## config.mk

```make
export PLATFORM = sky130hd
export DESIGN_NAME = serial_to_parallel_rx
export DESIGN_NICKNAME = d
export VERILOG_FILES = /design/src/rtl/serial_to_parallel_rx.sv
export SDC_FILE = /design/constraint.sdc
export NUM_CORES = 1
export LEC_CHECK = 0
export ABC_AREA = 1
export BUFFER_PORTS_ARGS = -buffer_cell sky130_fd_sc_hd__buf_4
export CORE_AREA = 4 4 43 45
export CTS_BUF_LIST = sky130_fd_sc_hd__clkbuf_8
export CTS_CLUSTER_DIAMETER = 120
export DETAILED_ROUTE_END_ITERATION = 12
export DIE_AREA = 0 0 47 49
export HOLD_SLACK_MARGIN = 0.02
export PLACE_DENSITY_LB_ADDON = 0.25
export SLEW_MARGIN = 10
export SYNTH_ARGS = -nofsm -noshare
export SYNTH_HDL_FRONTEND = slang
export SYNTH_SLANG_ARGS = --single-unit
```

## constraint.sdc

```tcl
create_clock -name clock -period 1.5 [get_ports clock]
set_clock_uncertainty 0.1 [all_clocks]
set_input_delay 0.225 -clock clock [delete_from_list [all_inputs] [get_ports clock]]
set_output_delay 0.225 -clock clock [all_outputs]
set_load 0.05 [all_outputs]
```

## src/rtl/serial_to_parallel_rx.sv

```systemverilog
// Serial-in, parallel-out receiver: assembles WIDTH-bit words MSB- or LSB-first
// and offers each completed word through a one-deep valid/ready output buffer.
module serial_to_parallel_rx #(
  parameter int WIDTH = 4,
  parameter int CNTW  = $clog2(WIDTH + 1)
) (
  input  logic             clock,
  input  logic             reset,
  input  logic             SERIN,
  input  logic             SERVALID,
  input  logic             MSB_FIRST,
  input  logic             CLEAR,
  input  logic             DOUT_READY,
  output logic [WIDTH-1:0] DATAOUT,
  output logic             DOUT_VALID,
  output logic             BUSY,
  output logic [CNTW-1:0]  BITCNT,
  output logic             OVERRUN
);

  typedef enum logic {
    IDLE,
    SHIFT
  } state_t;

  state_t             state, state_n;
  logic [CNTW-1:0]    bitcnt_q, bitcnt_n;
  logic [WIDTH-1:0]   sreg_q, sreg_n;
  logic               order_q, order_n;
  logic [WIDTH-1:0]   data_q, data_n;
  logic               valid_q, valid_n;
  logic               overrun_q, overrun_n;

  logic               order_eff;
  logic [WIDTH-1:0]   shifted;
  logic               last_bit;
  logic               consume;

  always_ff @(posedge clock) begin
    if (reset) begin
      state     <= IDLE;
      bitcnt_q  <= '0;
      sreg_q    <= '0;
      order_q   <= 1'b1;
      data_q    <= '0;
      valid_q   <= 1'b0;
      overrun_q <= 1'b0;
    end else begin
      state     <= state_n;
      bitcnt_q  <= bitcnt_n;
      sreg_q    <= sreg_n;
      order_q   <= order_n;
      data_q    <= data_n;
      valid_q   <= valid_n;
      overrun_q <= overrun_n;
    end
  end

  // The first bit of a frame uses the live MSB_FIRST; later bits use the latched order.
  always_comb begin
    order_eff = (state == IDLE) ? MSB_FIRST : order_q;
    shifted   = order_eff ? {sreg_q[WIDTH-2:0], SERIN} : {SERIN, sreg_q[WIDTH-1:1]};
    last_bit  = (bitcnt_q == CNTW'(WIDTH - 1));
    consume   = valid_q && DOUT_READY;
  end

  always_comb begin
    state_n   = state;
    bitcnt_n  = bitcnt_q;
    sreg_n    = sreg_q;
    order_n   = order_q;
    data_n    = data_q;
    valid_n   = valid_q;
    overrun_n = overrun_q;

    if (consume) begin
      valid_n = 1'b0;
    end

    if (CLEAR) begin
      state_n   = IDLE;
      bitcnt_n  = '0;
      sreg_n    = '0;
      overrun_n = 1'b0;
    end else if (SERVALID) begin
      if (state == IDLE) begin
        order_n = MSB_FIRST;
      end
      if (last_bit) begin
        state_n  = IDLE;
        bitcnt_n = '0;
        sreg_n   = '0;
        // A full, unconsumed buffer drops the new word and flags it.
        if (!valid_q || DOUT_READY) begin
          data_n  = shifted;
          valid_n = 1'b1;
        end else begin
          overrun_n = 1'b1;
        end
      end else begin
        state_n  = SHIFT;
        bitcnt_n = bitcnt_q + CNTW'(1);
        sreg_n   = shifted;
      end
    end
  end

  assign DATAOUT    = data_q;
  assign DOUT_VALID = valid_q;
  assign BUSY       = (state == SHIFT);
  assign BITCNT     = bitcnt_q;
  assign OVERRUN    = overrun_q;

endmodule

```

==> flow_summary_export.csv, run 1 <==
group,metric,value,unit
clock_network,hold_buffers,0,
global_routing,overflow,0,
setup_path,critical_path_class,"register to register",
place,pre_cts_ws,0.2421,ns
floorplanning,die_x,47,um
clock_network,clk_pin_slew,0.06,ns
yosys,yosysSeqAreaShare,42.93,%
yosys,synth-seq-cells,15,
final_layout,area_growth_syn_to_layout,26.83,%
clock_network,cts_tree,"yes",
route,met1_length,679,um
route,num_vias,655,
yosys,synthesis.area,699.4,um^2
status,status,"complete, no violations",
final_layout,multi_input_area,335.3,um^2
clock_network,post_cts_buffers,0,
route,via_per_inst,4.888,
timing,timing.fmax,0.7850,GHz
global_routing,grt_pass1_vias,568,
timing,slew_headroom,84.31,%
route,drtPass1Iterations,5,
setup_path,worstPathArrival,1.31,ns
final_layout,fillers,143,
setup_path,startpoint_type,"register",
yosys,ys_types,15,
global_routing,grtUsageTotal,13.85,%
clock_network,cts_buffers,3,
clock_network,cts.sinks,15,
route,antenna_left,0,
final_layout,num_antenna_cells,0,
timing,slew_viol_final,0,
route,detail_route.wl_per_cell,10.74,um
route,wl_met3,121,um
floorplanning,rows,14,
timing,tns,0,ns
final_layout,drive_gt1_share,23.73,%
yosys,syn-mean-instance-area,7.137,um^2
global_routing,antenna_found_initial,0,
place,port_buffers,16,
floorplanning,ios,17,
yosys,syn_inst,98,
floorplanning,core_region_area,0.001471,mm^2
timing,hold_viol,0,
timing,finalSetupViolations,0,
route,drt-total-wl,1439,um
final_layout,finalNetCount,127,
setup_path,cp.required,1.54,ns
place,dp_hpwl,1044,um
floorplanning,die-area,0.002303,mm^2
timing,period_share,84.92,%
clock_network,clk_path_buf_depth,2,
clock_network,cts_htree_levels,1,
floorplanning,initial_core_util,47.53,%
timing,rsz0062_at_grt,"false",
clock_network,cts_resized,0,
power,peakVddDrop,590.6,uV
clock_network,clk_latency,0.25,ns
yosys,syn-num-nets,106,
timing,layout_min_cycle_time,1.274,ns
route,first_iter_violations,15,
route,drc,0,
power,power_density,931.5,mW/mm^2
floorplanning,die_h,49,um
yosys,yosysWarnings,0,
worst_hold_path,worstHoldPathType,"input pin to register",
setup_path,endpoint_kind,"register",
route,highest_layer,"met4",
clock_network,cts-root-buf,"clkbuf_8",
final_layout,regArea,302.8,um^2
timing,tightest_slew,0.2350,ns
setup_path,path_max_fanout,8,
timing,fin_ws,0.2262,ns
route,wl_met2,601,um
power,power_leakage,0.4204,nW
global_routing,grt_max_degree,9,
place,gp_congestion,0.7873,
run,maxCapViolations,0,
global_routing,grt_pass1_wl,2318,um
-- cell type report --
cell class,count,share of cell area [%]
inverter,17,7.193
tap,16,2.257
sequential,15,34.13
multi-input combinational,66,37.80
clock buffer,3,4.654
timing repair buffer,16,13.54
clock inverter,1,0.4231
-- synth_stat cells --
cell type	instances	area share, %
nor2_1	11	5.9
inv_2	3	1.6
dfxtp_1	15	43
a31oi_1	1	0.90
nor2_4	2	3.2
nand3_4	1	2.5
nand2_1	24	13
nor3_1	1	0.71
clkinv_1	1	0.54
inv_1	13	7.0
ha_1	1	1.8
a21oi_1	11	7.9
nor2_8	1	2.9
nand3_1	12	8.6
o21ai_1	1	0.71
-- critical path, stage by stage, from the launching register on --
cell and delay [ns]:
dfxtp_2 0.35, ha_1 0.17, inv_1 0.07, nor2_4 0.15, nand3_4 0.13, a21oi_1 0.14, nor2_1 0.06
-- power by group --
part | internal, mW | total, mW | switching [mW]
combinational | 0.0339 | 0.0959 | 0.0620
sequential | 0.407 | 0.413 | 0.00639
clock | 0.181 | 0.317 | 0.136
total | 0.622 | 0.826 | 0.204
-- final timing paths --
path	slack, ns	to	start	cells after the start
max	0.23	DATAOUT[1]	BITCNT[0]	6
min	0.07	DOUT_VALID	reset	2
min reg2reg	0.36	sreg_q[1]	sreg_q[1]	2
max reg2reg	0.23	DATAOUT[1]	BITCNT[0]	6
-- routing by layer --
| layer | vias to the layer above | global-route usage, % |
|---|---|---|
| li1 | 349 | - |
| met1 | 274 | 18.44 |
| met2 | 27 | 19.46 |
| met3 | 5 | 3.321 |
| met4 | 0 | 8.295 |
| met5 | - | 0 |
-- registers in the layout (all words and copies together) (netlist names) --
signal and cells:
BITCNT 3, BUSY 1, DATAOUT 4, DOUT_VALID 1, OVERRUN 1, order_q 1, sreg_q 4
-- layout by cell type (no fill, tap or decap), drive strengths merged --
cell type / n
inv: 17
buf: 16
dfxtp: 15
o21ai: 1
nand2: 24
clkinv: 1
a21oi: 11
nor3: 1
nand3: 13
a31oi: 1
nor2: 14
clkbuf: 3
ha: 1
-- per-stage QoR --
step           hold WS (ns)  area, um^2  power [mW]  utilization [%]  instances
4_1_cts             0.06761       887.1      0.8313            60.29        134
2_1_floorplan        0.1941       701.9      0.4825                -         98
3_5_place_dp         0.3287       842.1      0.5155            57.23        130
3_3_place_gp         0.3221       842.1      0.5151            57.23        130
6_report            0.07046       887.1      0.8263            60.29        134
5_1_grt             0.06982       887.1      0.8659            60.29        134
-- cells by family (layout without fill, tap and decap cells) --
kind of cell	after synthesis	count (layout)	share of synthesized area, %
compound gates	13	13	9.481
fa+ha+maj	1	1	1.789
buf+inv	17	37	9.123
flops	15	15	42.93
simple gates	52	52	36.67
(Power assumes the default switching activity.)
==> run 2: changes to the inputs <==
--- a/config.mk
+++ b/config.mk
@@ -7,11 +7,11 @@
 export LEC_CHECK = 0
 export ABC_AREA = 1
 export BUFFER_PORTS_ARGS = -buffer_cell sky130_fd_sc_hd__buf_4
-export CORE_AREA = 4 4 43 45
+export CORE_AREA = 4 4 44 46
 export CTS_BUF_LIST = sky130_fd_sc_hd__clkbuf_8
 export CTS_CLUSTER_DIAMETER = 120
 export DETAILED_ROUTE_END_ITERATION = 12
-export DIE_AREA = 0 0 47 49
+export DIE_AREA = 0 0 48 50
 export HOLD_SLACK_MARGIN = 0.02
 export PLACE_DENSITY_LB_ADDON = 0.25
 export SLEW_MARGIN = 10
==> constraint.sdc (replaced) <==
create_clock -name clock -period 1.07 [get_ports clock]
set_clock_uncertainty 0.1 [all_clocks]
set_input_delay 0.1605 -clock clock [delete_from_list [all_inputs] [get_ports clock]]
set_output_delay 0.1605 -clock clock [all_outputs]
set_load 0.05 [all_outputs]
==> flow_summary_export.csv, run 2 (same netlist as run 1, synthesis figures left out) <==
group,metric,value,unit
setup_path,r2r_slack,-0.19,ns
route,detail_route.wl_per_cell,12.49,um
timing,tns,-1.689,ns
run,maxCapViolations,0,
route,first_iter_violations,9,
global_routing,busiest_layer,"met2",
route,via_per_inst,4.993,
final_layout,finalNetCount,134,
floorplanning,core_region_area,0.001506,mm^2
clock_network,clk_path_buf_depth,2,
setup_path,cp_cell_sequence,"ha_4 > inv_2 > nor2_4 > nor2_4 > nand3_1 > a21oi_1",
global_routing,antenna_found_initial,0,
worst_hold_path,worstHoldPathType,"input pin to register",
floorplanning,ios,17,
timing,tightest_slew,0.2289,ns
global_routing,grtUsageTotal,16.38,%
global_routing,use_met2,26.21,%
timing,fin_ws,-0.1912,ns
clock_network,clk_latency,0.25,ns
route,drtPass1Iterations,4,
floorplanning,die_x,48,um
power,power_leakage,0.4715,nW
setup_path,cp.required,1.15,ns
global_routing,grt_use_met1,20.43,%
place,pre_cts_ws,-0.1589,ns
final_layout,final_cell_mix,"23 x nand2_1, 16 x buf_4, 12 x inv_1",
timing,hold_viol,0,
timing,timing.fmax,0.7929,GHz
global_routing,grt_max_degree,10,
power,peakVddDrop,715.7,uV
clock_network,cts_buffers,3,
status,violations,"negative setup slack",
clock_network,cts_tree,"yes",
final_layout,drive_gt1_share,42.40,%
clock_network,cts-root-buf,"clkbuf_8",
setup_path,startpoint_type,"register",
global_routing,met3_usage,3.273,%
setup_path,worstPathArrival,1.34,ns
clock_network,cts.sinks,15,
power,total_power,1.211,mW
floorplanning,die-area,0.002400,mm^2
global_routing,overflow,0,
setup_path,path_buf_inv,1,
final_layout,area_growth_syn_to_layout,50.63,%
timing,layout_min_cycle_time,1.261,ns
timing,slew_headroom,84.71,%
setup_path,cpMostUsedCell,"nor2_4",
floorplanning,rows,14,
final_layout,num_antenna_cells,0,
timing,finalSetupViolations,13,
floorplanning,die_h,50,um
power,power_density,1149,mW/mm^2
status,status,"finished, violations left",
timing,slew_viol_final,0,
place,dp_hpwl,1235,um
setup_path,cp_top_family,"simple AND/OR/NAND/NOR gates",
timing,period_share,117.9,%
clock_network,cts_htree_levels,1,
place,gp_congestion,0.8109,
final_layout,fin_util,69.93,%
final_layout,mostFrequentLayoutCell,"nand2_1",
setup_path,critical_path_class,"register to register",
route,drc,0,
place,placed_area,905.9,um^2
route,num_vias,704,
clock_network,clk_pin_slew,0.06,ns
setup_path,endpoint_kind,"register",
place,port_buffers,16,
route,drt-total-wl,1761,um
global_routing,grt_pass1_wl,2822,um
final_layout,stdcell_area,0.001054,mm^2
setup_path,cp_slowest_cell,"dfxtp_4",
setup_path,path_max_fanout,6,
global_routing,grt_pass1_vias,651,
floorplanning,initial_core_util,46.43,%
route,antenna_left,0,
setup_path,slowest_delay,0.35,ns
timing,rsz0062_at_grt,"true",
==> run 2: layout make-up <==
type / count / area (um^2)
clock buffer: 3 / 41.29
sequential: 15 / 316.6
multi-input combinational: 66 / 397.9
timing repair buffer: 23 / 209.0
fill: 129 / 452.9
tap: 16 / 20.02
clock inverter: 1 / 5.005
inverter: 17 / 63.81
==> run 2: worst paths after layout <==
check                                from         to  cells past startpoint
worst max-delay path            BITCNT[1]  sreg_q[0]                      6
worst min-delay path                reset    order_q                      3
worst max register to register  BITCNT[1]  sreg_q[0]                      6
worst min register to register  sreg_q[0]  sreg_q[0]                      2
==> run 2: where the power goes <==
group / internal [mW] / total (mW) / switching, mW
Combinational: 0.0737 / 0.183 / 0.110
Sequential: 0.563 / 0.572 / 0.00947
Clock: 0.258 / 0.455 / 0.197
Total: 0.894 / 1.21 / 0.316
==> run 2: worst register-to-register path, cell delays in order, from the launching register on <==
cell	delay [ns]
dfxtp_4	0.35
ha_4	0.16
inv_2	0.06
nor2_4	0.05
nor2_4	0.22
nand3_1	0.12
a21oi_1	0.13
==> run 2: per-stage QoR <==
step / cells / hold WS [ns]
global route: 141 / 0.07563
floorplan: 98 / 0.1199
detailed placement: 133 / 0.2480
finish: 141 / 0.06998
global placement: 133 / 0.2499
CTS: 137 / -0.01421
==> run 2: layer usage <==
| layer | part of all wire (%) | up-vias |
|---|---|---|
| li1 | - | 364 |
| met1 | 43 | 314 |
| met2 | 50 | 22 |
| met3 | 5.8 | 4 |
| met4 | 1.5 | 0 |
| met5 | 0 | - |
==> run 2: what timing repair did <==
item                       4_1_cts  5_1_grt
pin swaps                        8        3
gates resized for setup          9        9
setup endpoints to repair       14       15
cloned                           0        0
setup buffers                    0        3
hold endpoints to repair         1        1
==> run 3: changes to the inputs <==
--- a/config.mk
+++ b/config.mk
@@ -7,11 +7,11 @@
 export LEC_CHECK = 0
 export ABC_AREA = 1
 export BUFFER_PORTS_ARGS = -buffer_cell sky130_fd_sc_hd__buf_4
-export CORE_AREA = 4 4 44 46
+export CORE_AREA = 4 4 43 64
 export CTS_BUF_LIST = sky130_fd_sc_hd__clkbuf_8
 export CTS_CLUSTER_DIAMETER = 120
 export DETAILED_ROUTE_END_ITERATION = 12
-export DIE_AREA = 0 0 48 50
+export DIE_AREA = 0 0 47 68
 export HOLD_SLACK_MARGIN = 0.02
 export PLACE_DENSITY_LB_ADDON = 0.25
 export SLEW_MARGIN = 10
==> constraint.sdc (replaced) <==
create_clock -name clock -period 1.1 [get_ports clock]
set_clock_uncertainty 0.1 [all_clocks]
set_input_delay 0.165 -clock clock [delete_from_list [all_inputs] [get_ports clock]]
set_output_delay 0.165 -clock clock [all_outputs]
set_load 0.05 [all_outputs]
==> flow_summary_export.csv, run 3 (same netlist as run 1, synthesis figures left out) <==
group,metric,value,unit
setup_path,endpoint_kind,"register",
timing,slew_viol_final,0,
global_routing,grt_pass1_wl,2608,um
clock_network,clk_pin_slew,0.06,ns
floorplanning,die_x,47,um
setup_path,startpoint_type,"register",
power,total_power,1.150,mW
floorplanning,initial_core_util,31.69,%
setup_path,cp_slowest_cell,"dfxtp_4",
final_layout,area_growth_syn_to_layout,45.62,%
power,peakVddDrop,910.0,uV
timing,rsz0062_at_grt,"true",
setup_path,critical_path_class,"register to register",
route,drc,0,
timing,slew_headroom,84.30,%
setup_path,cp_cell_sequence,"ha_4 > inv_2 > nor2_4 > nand3_4 > a21oi_2 > nor2_1",
place,dp_hpwl,1167,um
global_routing,use_met2,19.05,%
timing,timing.fmax,0.7993,GHz
clock_network,clk_path_buf_depth,2,
timing,tightest_slew,0.2350,ns
power,power_leakage,0.4531,nW
timing,layout_min_cycle_time,1.251,ns
timing,timing.hold.ws,-0.008700,ns
place,gp_congestion,0.7949,
final_layout,mostFrequentLayoutCell,"nand2_1",
route,via_per_inst,4.600,
final_layout,finalNetCount,131,
place,pre_cts_ws,-0.1213,ns
floorplanning,die-area,0.003196,mm^2
route,drt-total-wl,1508,um
clock_network,cts.sinks,15,
setup_path,cp.required,1.14,ns
global_routing,overflow,0,
timing,hold_viol,1,
power,power_density,1129,mW/mm^2
status,violations,"negative hold slack, negative setup slack",
final_layout,drive_gt1_share,41.80,%
clock_network,cts_tree,"yes",
route,num_vias,667,
floorplanning,rows,21,
place,port_buffers,16,
timing,finalSetupViolations,13,
final_layout,stdcell_count,145,
global_routing,grtUsageTotal,11.43,%
final_layout,num_antenna_cells,0,
route,first_iter_violations,7,
clock_network,clk_latency,0.25,ns
run,maxCapViolations,0,
final_layout,fillers,224,
final_layout,fin_util,46.15,%
global_routing,busiest_layer,"met2",
timing,period_share,113.7,%
status,status,"finished, violations left",
floorplanning,core_region_area,0.002207,mm^2
final_layout,final_cell_mix,"20 x nand2_1, 16 x buf_4, 13 x inv_1",
global_routing,antenna_found_initial,0,
global_routing,grt_max_degree,9,
clock_network,cts_buffers,3,
route,antenna_left,0,
route,drtPass1Iterations,4,
worst_hold_path,worstHoldPathType,"input pin to register",
clock_network,cts_htree_levels,1,
setup_path,worstPathArrival,1.29,ns
global_routing,met3_usage,2.632,%
clock_network,cts-root-buf,"clkbuf_8",
setup_path,slowest_delay,0.36,ns
global_routing,grt_pass1_vias,644,
floorplanning,ios,17,
global_routing,grt_use_met1,11.96,%
route,detail_route.wl_per_cell,10.40,um
place,place_inst,140,
setup_path,path_max_fanout,8,
timing,fin_ws,-0.1510,ns
floorplanning,die_h,68,um
run 3: cell types whose count changed in the layout (fill, tap and decap cells not counted):
cell / previous run / this run
a21oi_2: 8 / 7
inv_1: 12 / 13
clkinv_2: 1 / 0
dlygate4sd3_1: 1 / 0
nor2_2: 1 / 0
nand2_2: 1 / 4
buf_8: 3 / 0
nor2_1: 10 / 11
nand2_1: 23 / 20
a21oi_1: 3 / 4
buf_6: 3 / 4
run 3: where the power goes:
group	switching (mW)	total, mW	internal [mW]
combinational	0.0964	0.153	0.0568
clock	0.194	0.441	0.247
sequential	0.00835	0.556	0.547
total	0.298	1.15	0.851
run 3: worst max-delay path, delay by kind of cell (launching register included):
family                     cells  cell delay [ns]
AOI/OAI and AO/OA              1             0.14
adders and majority gates      1             0.13
buffers and inverters          1             0.04
DFF                            1             0.36
and+or+nand+nor                3             0.38
run 3: cell type report:
type / count / area, um^2 / share of cell area (%)
multi-input combinational: 66 / 399.1 / 39.19
sequential: 15 / 316.6 / 31.08
tap: 23 / 28.78 / 2.826
timing repair buffer: 20 / 165.2 / 16.22
clock buffer: 3 / 41.29 / 4.054
inverter: 17 / 63.81 / 6.265
clock inverter: 1 / 3.754 / 0.3685
run 3: repair_timing:
action,4_1_cts,5_1_grt
endpoints found under the setup margin,13,13
buffers inserted,0,1
pin swaps,6,9
gates resized for setup,6,8
endpoints found under the hold margin,1,1
run 3: stage by stage:
step / setup TNS [ns] / instance area, um^2
after floorplan: -1.264 / 743.2
after global placement: -0.6170 / 914.6
after detailed placement: -0.7525 / 914.6
after CTS: -0.9862 / 983.4
after global routing: -2.039 / 1018
final: -1.313 / 1018
run 3: path summary, 6_finish.rpt:
path,start,depth (start not counted),slack (ns),to
hold reg to reg,sreg_q[2],2,0.36,sreg_q[2]
setup reg to reg,BITCNT[1],6,-0.15,DATAOUT[0]
setup / recovery,BITCNT[1],6,-0.15,DATAOUT[0]
hold / removal,reset,2,-0.009,DOUT_VALID
run 3: metal layers:
metal / vias up / part of all wire (%)
met2: 11 / 50
li1: 356 / -
met5: - / 0
met4: 0 / 2.9
met1: 296 / 42
met3: 4 / 4.4
